**src/rtl/port_io_pkg.sv**
```systemverilog
// -----------------------------------------------------------------------------
// port_io_pkg
// Shared definitions for the port I/O sequencer: operation encodings, slot
// numbering of the free-running bus schedule and the in-flight FSM states.
// Slot map for N ports: 0 idle, then per port p: 1+3p dir, 2+3p read,
// 3+3p write, and a final slot 3N+1 before wrapping to 0.
// -----------------------------------------------------------------------------
package port_io_pkg;

  typedef enum logic [1:0] {
    OP_DIR   = 2'b00,
    OP_READ  = 2'b01,
    OP_WRITE = 2'b10,
    OP_ILL   = 2'b11
  } op_e;

  typedef enum logic [1:0] {
    ST_IDLE   = 2'b00,  // nothing in flight, arbitration open
    ST_WAIT   = 2'b01,  // captured, waiting for the target slot to come round
    ST_SLOT   = 2'b10,  // target slot is on the bus this cycle
    ST_SAMPLE = 2'b11   // read only: slot after the read slot, bus_in sampled at its end
  } state_e;

  localparam int SLOT_W         = 4;
  localparam int SLOT_IDLE      = 0;
  localparam int SLOT_OFS_DIR   = 1;
  localparam int SLOT_OFS_READ  = 2;
  localparam int SLOT_OFS_WRITE = 3;

  // Index of the final slot before the counter wraps to idle.
  function automatic logic [SLOT_W-1:0] slot_last(input int num_ports);
    return SLOT_W'(3 * num_ports + 1);
  endfunction

  // Slot in which an operation on a given port is served.
  function automatic logic [SLOT_W-1:0] target_slot(input op_e op, input logic [1:0] port);
    int ofs;
    case (op)
      OP_DIR:   ofs = SLOT_OFS_DIR;
      OP_READ:  ofs = SLOT_OFS_READ;
      OP_WRITE: ofs = SLOT_OFS_WRITE;
      default:  ofs = SLOT_IDLE;
    endcase
    return SLOT_W'(3 * int'(port) + ofs);
  endfunction

endpackage

```
**src/rtl/port_io_arb.sv**
```systemverilog
// -----------------------------------------------------------------------------
// port_io_arb
// Request arbiter for the port I/O sequencer.
//   PORT_IO_SEQ_RR_EN defined   : round-robin, pointer moves to one past the
//                                 requester granted when adv is high.
//   PORT_IO_SEQ_RR_EN undefined : fixed priority, lowest index wins, no state.
// Ports: clk, rst_n, adv (round-robin build only) - clock, async active-low
//        reset, grant-taken strobe; req - request vector; grant - one-hot grant.
// -----------------------------------------------------------------------------
module port_io_arb #(
  parameter int NUM_REQ = 2
) (
`ifdef PORT_IO_SEQ_RR_EN
  input  logic               clk,
  input  logic               rst_n,
  input  logic               adv,
`endif
  input  logic [NUM_REQ-1:0] req,
  output logic [NUM_REQ-1:0] grant
);

`ifdef PORT_IO_SEQ_RR_EN
  logic [1:0] ptr_r;
  logic [1:0] ptr_nxt_s;
  logic       found_s;

  // Round-robin pick: first pass from the pointer upwards, second pass wraps.
  always_comb begin
    grant     = '0;
    ptr_nxt_s = ptr_r;
    found_s   = 1'b0;
    for (int j = 0; j < NUM_REQ; j++) begin
      if (!found_s && req[j] && (j >= int'(ptr_r))) begin
        grant[j]  = 1'b1;
        ptr_nxt_s = 2'((j + 1) % NUM_REQ);
        found_s   = 1'b1;
      end else begin
        found_s = found_s;
      end
    end
    for (int j = 0; j < NUM_REQ; j++) begin
      if (!found_s && req[j]) begin
        grant[j]  = 1'b1;
        ptr_nxt_s = 2'((j + 1) % NUM_REQ);
        found_s   = 1'b1;
      end else begin
        found_s = found_s;
      end
    end
  end

  // Pointer only moves when the sequencer actually takes the grant.
  always_ff @(posedge clk or negedge rst_n) begin
    if (!rst_n) begin
      ptr_r <= 2'd0;
    end else if (adv) begin
      ptr_r <= ptr_nxt_s;
    end else begin
      ptr_r <= ptr_r;
    end
  end
`else
  logic found_s;

  // Fixed priority: lowest asserted index wins.
  always_comb begin
    grant   = '0;
    found_s = 1'b0;
    for (int j = 0; j < NUM_REQ; j++) begin
      if (!found_s && req[j]) begin
        grant[j] = 1'b1;
        found_s  = 1'b1;
      end else begin
        found_s = found_s;
      end
    end
  end
`endif

endmodule

```
**src/rtl/port_io_sequencer.sv**
```systemverilog
// -----------------------------------------------------------------------------
// port_io_sequencer
// Serialises requester operations (set-direction, read, write) onto a shared
// 8-bit port bus driven by a free-running slot schedule. One operation is in
// flight at a time; direction and output values live in per-port shadows that
// are replayed on the bus in every dir/write slot.
// Build option: PORT_IO_SEQ_RR_EN selects round-robin arbitration (default is
// fixed priority, lowest requester index first).
// Ports:
//   clk, rst_n          clock, asynchronous active-low reset
//   req_valid/op/port/wdata  per-requester request, held until req_ready
//   req_ready, req_err  one-cycle completion pulse / error qualifier
//   req_rdata           read result, loaded on read completion
//   bus_out, bus_oe     shared bus drive value and enable
//   bus_in              shared bus sampled value
// -----------------------------------------------------------------------------
module port_io_sequencer
  import port_io_pkg::*;
#(
  parameter int NUM_REQ   = 2,
  parameter int NUM_PORTS = 3
) (
  input  logic                 clk,
  input  logic                 rst_n,
  input  logic [NUM_REQ-1:0]   req_valid,
  input  logic [2*NUM_REQ-1:0] req_op,
  input  logic [2*NUM_REQ-1:0] req_port,
  input  logic [8*NUM_REQ-1:0] req_wdata,
  output logic [NUM_REQ-1:0]   req_ready,
  output logic [NUM_REQ-1:0]   req_err,
  output logic [7:0]           req_rdata,
  output logic [7:0]           bus_out,
  output logic                 bus_oe,
  input  logic [7:0]           bus_in
);

  localparam logic [SLOT_W-1:0] LAST = slot_last(NUM_PORTS);

  logic [SLOT_W-1:0]  slot_r, slot_nxt_s, target_s;
  state_e             state_r;
  op_e                op_r;
  logic [1:0]         port_r;
  logic [7:0]         wdata_r;
  logic [NUM_REQ-1:0] id_r;
  logic               err_r;
  logic [7:0]         shadow_dir_r [NUM_PORTS];
  logic [7:0]         shadow_out_r [NUM_PORTS];
  logic [7:0]         dir_nxt_s    [NUM_PORTS];
  logic [7:0]         out_nxt_s    [NUM_PORTS];
  logic [NUM_REQ-1:0] grant_s, req_ready_r, req_err_r;
  logic [7:0]         req_rdata_r, bus_out_r, bus_out_nxt_s;
  logic               bus_oe_r, bus_oe_nxt_s, grant_en_s, hit_s, sel_err_s;
  logic [1:0]         sel_op_s, sel_port_s;
  logic [7:0]         sel_wdata_s;

  assign req_ready = req_ready_r;
  assign req_err   = req_err_r;
  assign req_rdata = req_rdata_r;
  assign bus_out   = bus_out_r;
  assign bus_oe    = bus_oe_r;

  assign grant_en_s = (state_r == ST_IDLE) && (req_valid != '0);
  assign slot_nxt_s = (slot_r == LAST) ? '0 : slot_r + 1'b1;
  assign target_s   = target_slot(op_r, port_r);
  // Looking at the next slot means a capture landing in the target slot
  // itself cannot hit, so it naturally waits a full period.
  assign hit_s      = (state_r == ST_WAIT) && !err_r && (slot_nxt_s == target_s);

  port_io_arb #(.NUM_REQ(NUM_REQ)) u_arb (
`ifdef PORT_IO_SEQ_RR_EN
    .clk   (clk),
    .rst_n (rst_n),
    .adv   (grant_en_s),
`endif
    .req   (req_valid),
    .grant (grant_s)
  );

  // Mux the granted requester's fields (grant is one-hot, so AND-OR suffices).
  always_comb begin
    sel_op_s    = 2'b00;
    sel_port_s  = 2'b00;
    sel_wdata_s = 8'h00;
    for (int r = 0; r < NUM_REQ; r++) begin
      sel_op_s    = sel_op_s    | (req_op[2*r +: 2]    & {2{grant_s[r]}});
      sel_port_s  = sel_port_s  | (req_port[2*r +: 2]  & {2{grant_s[r]}});
      sel_wdata_s = sel_wdata_s | (req_wdata[8*r +: 8] & {8{grant_s[r]}});
    end
    sel_err_s = (sel_op_s == OP_ILL) || (int'(sel_port_s) >= NUM_PORTS);
  end

  // Shadow next-state: update lands exactly as the target slot starts.
  always_comb begin
    for (int p = 0; p < NUM_PORTS; p++) begin
      dir_nxt_s[p] = (hit_s && (op_r == OP_DIR) && (int'(port_r) == p))
                   ? wdata_r : shadow_dir_r[p];
      out_nxt_s[p] = (hit_s && (op_r == OP_WRITE) && (int'(port_r) == p))
                   ? wdata_r : shadow_out_r[p];
    end
  end

  // Bus drive next-state, decoded from the upcoming slot so the registered
  // bus outputs line up with slot_r.
  always_comb begin
    bus_oe_nxt_s  = 1'b0;
    bus_out_nxt_s = 8'h00;
    for (int p = 0; p < NUM_PORTS; p++) begin
      if (slot_nxt_s == SLOT_W'(3 * p + SLOT_OFS_DIR)) begin
        bus_oe_nxt_s  = 1'b1;
        bus_out_nxt_s = dir_nxt_s[p];
      end else if (slot_nxt_s == SLOT_W'(3 * p + SLOT_OFS_WRITE)) begin
        bus_oe_nxt_s  = 1'b1;
        bus_out_nxt_s = out_nxt_s[p];
      end else begin
        bus_oe_nxt_s = bus_oe_nxt_s;
      end
    end
  end

  // Free-running slot counter and registered bus drive.
  always_ff @(posedge clk or negedge rst_n) begin
    if (!rst_n) begin
      slot_r    <= '0;
      bus_oe_r  <= 1'b0;
      bus_out_r <= 8'h00;
    end else begin
      slot_r    <= slot_nxt_s;
      bus_oe_r  <= bus_oe_nxt_s;
      bus_out_r <= bus_out_nxt_s;
    end
  end

  // Per-port direction and output shadows.
  always_ff @(posedge clk or negedge rst_n) begin
    if (!rst_n) begin
      for (int p = 0; p < NUM_PORTS; p++) begin
        shadow_dir_r[p] <= 8'h00;
        shadow_out_r[p] <= 8'h00;
      end
    end else begin
      for (int p = 0; p < NUM_PORTS; p++) begin
        shadow_dir_r[p] <= dir_nxt_s[p];
        shadow_out_r[p] <= out_nxt_s[p];
      end
    end
  end

  // In-flight operation FSM with registered completion outputs.
  always_ff @(posedge clk or negedge rst_n) begin
    if (!rst_n) begin
      state_r     <= ST_IDLE;
      op_r        <= OP_DIR;
      port_r      <= 2'b00;
      wdata_r     <= 8'h00;
      id_r        <= '0;
      err_r       <= 1'b0;
      req_ready_r <= '0;
      req_err_r   <= '0;
      req_rdata_r <= 8'h00;
    end else begin
      req_ready_r <= '0;
      req_err_r   <= '0;
      case (state_r)
        ST_IDLE: begin
          if (grant_en_s) begin
            op_r    <= op_e'(sel_op_s);
            port_r  <= sel_port_s;
            wdata_r <= sel_wdata_s;
            id_r    <= grant_s;
            err_r   <= sel_err_s;
            state_r <= ST_WAIT;
          end else begin
            state_r <= ST_IDLE;
          end
        end
        ST_WAIT: begin
          if (err_r) begin
            req_ready_r <= id_r;
            req_err_r   <= id_r;
            state_r     <= ST_IDLE;
          end else if (hit_s) begin
            state_r <= ST_SLOT;
          end else begin
            state_r <= ST_WAIT;
          end
        end
        ST_SLOT: begin
          if (op_r == OP_READ) begin
            state_r <= ST_SAMPLE;
          end else begin
            req_ready_r <= id_r;
            state_r     <= ST_IDLE;
          end
        end
        ST_SAMPLE: begin
          req_rdata_r <= bus_in;
          req_ready_r <= id_r;
          state_r     <= ST_IDLE;
        end
        default: begin
          state_r <= ST_IDLE;
        end
      endcase
    end
  end

endmodule

```
**config.mk**
```make
export PLATFORM = sky130hd
export DESIGN_NAME = port_io_sequencer
export DESIGN_NICKNAME = d
export VERILOG_FILES = /design/src/rtl/port_io_pkg.sv /design/src/rtl/port_io_arb.sv /design/src/rtl/port_io_sequencer.sv
export SDC_FILE = /design/constraint.sdc
export NUM_CORES = 1
export LEC_CHECK = 0
export BUFFER_PORTS_ARGS = -buffer_cell sky130_fd_sc_hd__buf_2
export CAP_MARGIN = 15
export CORE_MARGIN = 3
export CORE_UTILIZATION = 52
export DETAILED_ROUTE_END_ITERATION = 6
export GPL_TIMING_DRIVEN = 1
export PLACE_DENSITY = 0.76
export SLEW_MARGIN = 5
export SYNTH_ARGS = -nofsm -noshare
export SYNTH_HDL_FRONTEND = slang
export SYNTH_SLANG_ARGS = --single-unit
```
**constraint.sdc**
```tcl
create_clock -name clk -period 3.8 [get_ports clk]
set_input_delay 0.57 -clock clk [delete_from_list [all_inputs] [get_ports clk]]
set_output_delay 0.57 -clock clk [all_outputs]
set_load 0.005 [all_outputs]
```
* Word level (Yosys, flattened, before mapping)
Cells that the tools add are included.
Widths: inputs -> output; s select.
** Storage, ports and cells
- Output and inout port bits :: 21
- Register bits :: 90
** Operators by class
- Muxes and demuxes :: 31
- Add/subtract/negate cells :: 2
- Bitwise gates (word level) :: 9
- Multipliers :: 1
- Reductions and logical operators :: 20
- Equal/unequal tests :: 16
- $lt $le $gt $ge :: 1
** Operator list (number)
- $mux 8 :: 12
- $and 8x8->8 :: 2
- $eq 2x2->1 const B :: 6
- $eq 4x3->1 const B :: 3
- $logic_and 1x1->1 :: 12
- $mux 2 :: 6
- $pmux 2 s3 :: 2
- $mux 1 :: 9
- $and 2x2->2 :: 4
- $eq 4x4->1 const B :: 2
- $or 8x8->8 :: 1
- $pmux 2 s4 :: 1
- $logic_not 2->1 :: 3
- $add 4x1->4 const B :: 1
- $add 4x4->4 :: 1
- $eq 2x1->1 const B :: 2
- $eq 4x1->1 const B :: 1
- $eq 4x2->1 const B :: 1
- $eq 4x4->1 :: 1
- $mul 2x2->4 const A :: 1
- $mux 4 :: 1
- $or 2x2->2 :: 2
- $ge 2x2->1 const B :: 1
- $logic_not 1->1 :: 2
- other kinds (3) :: 3

* Logic depth before layout (Yosys ltp)
Gate-level depths: netlist (run 1).
- Depth after elaboration :: 14
- Gate-level depth with buffers :: 16
- Mapped depth without buffers :: 15

* Cells and area by module
From an unflattened synthesis (run 1), not the netlist that was laid out.
** Second synthesis, totals
- Cells, all modules :: 369
- Area total of the unflattened synthesis :: 4271.6 um^2
** By module, submodules not included
- port_io_sequencer :: area each 4250.3 um^2, instances 1, cells an instance 367
- port_io_arb :: area each 21.3 um^2, instances 1, cells an instance 2

* Worst setup path after synthesis (run 1)
OpenSTA, ideal clock, no wires.
- Kind :: reg2reg
- Start point :: reg op_r[0]
- End point :: reg bus_out_r[5] (netlist: bus_out[5])
- Buffers on the path :: 0
- Path slack :: -0.101 ns
- Stages on the path, launching flop included :: 14
- Required time :: 3.665 ns
- Data arrival time :: 3.766 ns
- Clock period less this slack :: 3.901 ns
- Cell sequence :: dfrtp_1 > inv_1 > ha_1 > fa_1 > ha_1 > fa_1 > xnor2_1 > nor2_1 > a2111oi_1 > a2111oi_4 > nand3_1 > mux2_2 > o211ai_1 > a31oi_1
** RTL lines
- start, declared :: line port_io_sequencer.sv:41 : op_e op_r;
- start signal, assigned :: line port_io_sequencer.sv:166 : op_r <= op_e'(sel_op_s);
- end signal, assigned :: line port_io_sequencer.sv:129 : bus_out_r <= bus_out_nxt_s;
- end, declared :: line port_io_sequencer.sv:51 : logic [7:0] req_rdata_r, bus_out_r, bus_out_nxt_s;

==> impl_metrics.ini, run 1 <==
[global_routing]
grt_pass1_vias = 3079
grt_pass1_wl_um = 14900
antenna_found_initial = 0
track_usage = 0.207
grt-ovfl-total = 0
grt_max_degree = 71

[critical_path]
cpMostUsedCell = buf_6
required_ns = 4.03
cp_max_fo = 8
cp.arrival_ns = 4.04
r2r_cells = 15
path_depth = 15
crit_family = adder cells
path_class = flop to flop
max_stage_delay_ns = 0.51
worst_setup_path_start_kind = flop
crit_path_end_kind = flop
critPathBufInv = 3
crit_chain = inv_2, ha_4, fa_1, ha_2, fa_2, buf_6, nor3_4, a21oi_2, o211a_1, a2111oi_4, buf_6, and3_4, mux2_2, o22ai_1, a31oi_1
cp_slowest_cell = fa_2

[clocking]
cts.htree.levels = 3
tritoncts = yes
cts.clk_slew.worst_paths_ns = 0.10
ctsHoldBuffers = 0
root_buffer = clkbuf_8
clk_path_buf_depth = 2
numCtsBuffers = 9
cts.sinks = 90
clkLatencyLatePin_ns = 0.35

[synth]
syn_area_um2 = 4220
synth_ff_type = dfrtp_1
yosysTopAreaCell = dfrtp_1
avgSynthCellArea_um2 = 11.5
ys_ff_latch = 90
synth_common_cells = dfrtp_1, mux2_2, nand2_1
syn_inst = 365
synth.area.top_cells = dfrtp_1, mux2_2, nand2_1, o21ai_0, ha_1
synth_seq_area_share = 0.534
synth_most_common_cell = dfrtp_1
ys_types = 40
synth_top_area_share = 0.534
syn_nets = 412
ys_warn_count = 0
async_reset_ff_frac = 1.00
synth_edf_count = 0

[timing]
fin_crit_ns = 3.81
slew_violations = 0
setup_viol = 4
worst_slack_ns = -0.0139
max_freq_mhz = 262
finClkSkew_ns = 0.0148
tns_ns = -0.0188
tightest_slew_ns = 1.05
rsz0062_at_grt = true
hold_viol_final = 0
fin_crit_sh = 1.00
slew-limit-headroom = 0.293

[status]
status = complete, but fails checks
violations = setup timing

[placement]
dp_slack_ns = -0.159
place_hpwl_um = 6270
routabilityCongestion = 0.852
port_buffers = 56
placed_cell_area_um2 = 4770

[power_and_ir_drop]
power_density_nw_per_um2 = 724
peakVddDrop_mv = 0.377
leakagePower_nw = 2.46

[floorplanning]
row_count = 32
die_x_um = 96.0
start_util = 0.540
die_height_um = 96.0
core_um2 = 7810
io_pins = 57
die_area_um2 = 9220

[final_layout]
nets = 484
fin_util = 0.660
drive_gt1_frac = 0.382
stdcell_area_um2 = 5150
antenna_cells = 0
area_growth_pct = 22.2

[route]
detail-route-antenna-nets = 0
wl_per_cell_um = 16.7
drcViolationCount = 0
postRouteWirelength_um = 9110
vias = 3113
avgViaCountPerCell = 5.72
first_iter_violations = 140
drtPass1Iterations = 4

[run]
cap_violations = 0

[hold_path]
hold_path_class = input port to asynchronous set/reset pin
final timing paths:
path	slack, ns	startpoint	end
min in group clk	0.44	bus_in[2]	req_rdata[2]
max in group asynchronous	2.66	rst_n	req_rdata[3]
max	-0.01	op_r[1]	bus_out[3]
max reg2reg	-0.01	op_r[1]	bus_out[3]
min	0.33	rst_n	bus_oe
min reg2reg	0.50	shadow_out_r[9]	shadow_out_r[9]
cell type report:
class	instances	area, µm²
fillers	606	2660
flip-flops and latches	90	2250
multi-input cells	252	2080
repair buffers	78	475
clock buffers	11	151
well taps	102	128
clock inverters	5	45.0
inverters	6	22.5
layer usage:
layer | GRT usage | part of all wire | wire (µm)
met3 | 0.0524 | 0.057 | 522
met1 | 0.288 | 0.47 | 4240
met2 | 0.328 | 0.47 | 4260
met4 | 0.0498 | 0.0093 | 85
met5 | 0 | 0 | 0
through the flow:
| step | cells | hold WS [ns] | power, mW |
|---|---|---|---|
| global route | 544 | 0.381 | 4.01 |
| CTS | 544 | 0.352 | 3.57 |
| finish | 544 | 0.326 | 3.73 |
| floorplan | 365 | 0.274 | 2.31 |
| global placement | 529 | 0.466 | 2.77 |
| detailed placement | 529 | 0.479 | 2.84 |
logic make-up (layout without fill, tap and decap cells):
group,after synthesis,after routing,synth area share
xor+xnor,4,4,0.00831
buf+inv,23,100,0.0226
fa+ha+maj,11,11,0.0362
mux,57,57,0.152
simple gates,86,86,0.0932
flops,90,90,0.534
compound gates,94,94,0.153
state kept, by name (all words and copies together), names as in the netlist:
| register | cells |
|---|---|
| state_r | 2 |
| port_r | 2 |
| op_r | 2 |
| bus_out | 8 |
| shadow_out_r | 24 |
| req_rdata | 8 |
| slot_r | 4 |
| id_r | 2 |
| req_err | 2 |
| bus_oe | 1 |
| req_ready | 2 |
| err_r | 1 |
| shadow_dir_r | 24 |
| wdata_r | 8 |
layout by cell type, fill, tap and decap left out, types with 11 or more instances in the layout:
cell type  count
a22oi_1       14
buf_2         55
buf_4         18
clkbuf_8      11
dfrtp_1       90
mux2_2        30
mux2_4        22
nand2_1       43
nor2_1        11
o21ai_0       25
repair_timing:
item / in CTS / in global routing
setup endpoints to repair: 16 / 48
gates resized for setup: 18 / 32
pin swaps: 9 / 16
buffers inserted: 2 / 3
power breakdown:
group	switching, mW	internal (mW)	total [mW]
Combinational	0.755	0.834	1.59
Clock	0.350	0.283	0.633
Sequential	0.240	1.26	1.50
(Power assumes the default switching activity.)
==> inputs of run 2 (changes only) <==
--- a/config.mk
+++ b/config.mk
@@ -5,6 +5,7 @@
 export SDC_FILE = /design/constraint.sdc
 export NUM_CORES = 1
 export LEC_CHECK = 0
+export ABC_AREA = 1
 export BUFFER_PORTS_ARGS = -buffer_cell sky130_fd_sc_hd__buf_2
 export CAP_MARGIN = 15
 export CORE_MARGIN = 3
==> run 2 against run 1 <==
  * The flow now finishes without violations
  * Fmax increased by 6.8%
  * Register-to-register slack improved by 0.24 ns
  * Clock-buffer cell count decreased by 1
  * Flip-flop and latch count unchanged
==> impl_metrics.ini, run 2 <==
[floorplanning]
die_area_um2 = 9700
start_util = 0.538
row_count = 33
io_pins = 57
die_x_um = 98.5
core_um2 = 8260
die_height_um = 98.5

[critical_path]
worst_setup_path_start_kind = flop
path_class = flop to flop
crit_chain = inv_1, ha_1, fa_1, ha_1, fa_1, inv_1, nand3_1, nand2_1, inv_1, nand3_1, nor3_2, buf_6, nand3_4, o211ai_1, nand4_1
max_stage_delay_ns = 0.50
critPathBufInv = 4
crit_path_start = op_r[0]
cp_slowest_cell = fa_1
required_ns = 4.03
cpMostUsedCell = inv_1
cp_max_fo = 29
crit_family = adder cells
crit_path_end_kind = flop
cp.arrival_ns = 3.80
r2r-start = op_r[0]

[timing]
fin_crit_ns = 3.57
hold_viol_final = 0
rsz0062_at_grt = false
slew_violations = 0
slew-limit-headroom = 0.366
tightest_slew_ns = 0.944
fin_crit_sh = 0.940
hold_slack_ns = 0.224
max_freq_mhz = 280
finClkSkew_ns = 0.00761
setup_viol = 0
worst_slack_ns = 0.229
tns_ns = 0

[synth]
ys_warn_count = 0
synth_ff_type = dfrtp_1
synth_most_common_cell = nand2_1
ys_types = 31
avgSynthCellArea_um2 = 8.70
async_reset_ff_frac = 1.00
synth_seq_area_share = 0.506
syn_nets = 558
synth_common_cells = nand2_1, dfrtp_1, inv_1
synth_edf_count = 0
synth_top_area_share = 0.506
synth.area.top_cells = dfrtp_1, nand2_1, inv_1, nand4_1, nand3_1
ys_ff_latch = 90
yosysTopAreaCell = dfrtp_1
syn_area_um2 = 4450
syn_inst = 511

[placement]
routabilityCongestion = 0.865
placed_cell_area_um2 = 4780
placedCellCount = 660
place_hpwl_um = 7000
port_buffers = 56
dp_slack_ns = 0.212

[hold_path]
hold_path_class = input port to asynchronous set/reset pin

[final_layout]
mostFrequentLayoutCell = nand2_1
nets = 613
most-common-layout-cells = nand2_1, dfrtp_1, inv_1
area_growth_pct = 12.4
antenna_cells = 0
stdcell_area_um2 = 5000
final_cells = 676
reg.largest.list = shadow_dir_r (24), shadow_out_r (24)
fin_util = 0.605
drive_gt1_frac = 0.166

[route]
drcViolationCount = 0
avgViaCountPerCell = 5.31
drtPass1Iterations = 5
vias = 3589
postRouteWirelength_um = 9590
first_iter_violations = 248
wl_per_cell_um = 14.2
detail-route-antenna-nets = 0

[global_routing]
track_usage = 0.207
grt-ovfl-total = 0
antenna_found_initial = 0
grt_pass1_vias = 3494
grt_pass1_wl_um = 16200
grt_max_degree = 58

[clocking]
cts.sinks = 90
ctsHoldBuffers = 0
root_buffer = clkbuf_8
tritoncts = yes
clkLatencyLatePin_ns = 0.36
cts.clk_slew.worst_paths_ns = 0.09
cts.htree.levels = 3
numCtsBuffers = 9
clk_path_buf_depth = 2

[power_and_ir_drop]
peakVddDrop_mv = 0.370
leakagePower_nw = 2.68
power_density_nw_per_um2 = 672
power_mw = 3.36

[run]
cap_violations = 0

[status]
status = finished clean
-- run 2: cell count changes in the layout (fill, tap and decap cells not counted), sizes merged, moves of 17 or more --
cell and change:
buf -17, inv +77, mux2 -48, nand2 +76, nand3 +37, nand4 +36
nor2 +19
-- run 2: kinds of logic (layout without fill, tap and decap cells) --
group | after synthesis | count (layout) | share of synthesized area
simple gates | 249 | 249 | 0.264
buf+inv | 101 | 161 | 0.0971
flops | 90 | 90 | 0.506
compound gates | 52 | 52 | 0.0774
fa+ha+maj | 11 | 11 | 0.0343
mux | 8 | 8 | 0.0203
-- run 2: layer usage --
metal,wire (µm),up-vias,track usage
met4,239,0,0.0924
met2,4340,138,0.307
met3,642,22,0.0403
met1,4370,1661,0.297
li1,-,1768,-
met5,0,-,0
-- run 2: path summary, 6_finish.rpt --
| check | end | slack (ns) | depth (start not counted) |
|---|---|---|---|
| min reg2reg | shadow_dir_r[5] | 0.48 | 2 |
| max in group asynchronous | req_ready[1] | 3.01 | 2 |
| max | bus_out[5] | 0.23 | 15 |
| min | shadow_dir_r[21] | 0.22 | 2 |
| max reg2reg | bus_out[5] | 0.23 | 15 |
| min in group clk | req_rdata[0] | 0.43 | 2 |
-- run 2: layout make-up --
| class | count | area, µm² |
|---|---|---|
| Clock buffer | 10 | 128 |
| Clock inverter | 6 | 75.1 |
| Fill cell | 742 | 3260 |
| Inverter | 84 | 315 |
| Multi-Input combinational cell | 320 | 1770 |
| Sequential cell | 90 | 2250 |
| Tap cell | 105 | 131 |
| Timing Repair Buffer | 61 | 324 |
-- run 2: timing repair --
action                                  in CTS  in global routing
endpoints found under the setup margin       0                  8
setup buffers                                0                  0
gates resized for setup                      0                  2
-- run 2: power breakdown --
| part | total [mW] | switching, mW | internal, mW |
|---|---|---|---|
| Combinational | 1.28 | 0.814 | 0.471 |
| Sequential | 1.41 | 0.143 | 1.27 |
| Clock | 0.662 | 0.349 | 0.313 |
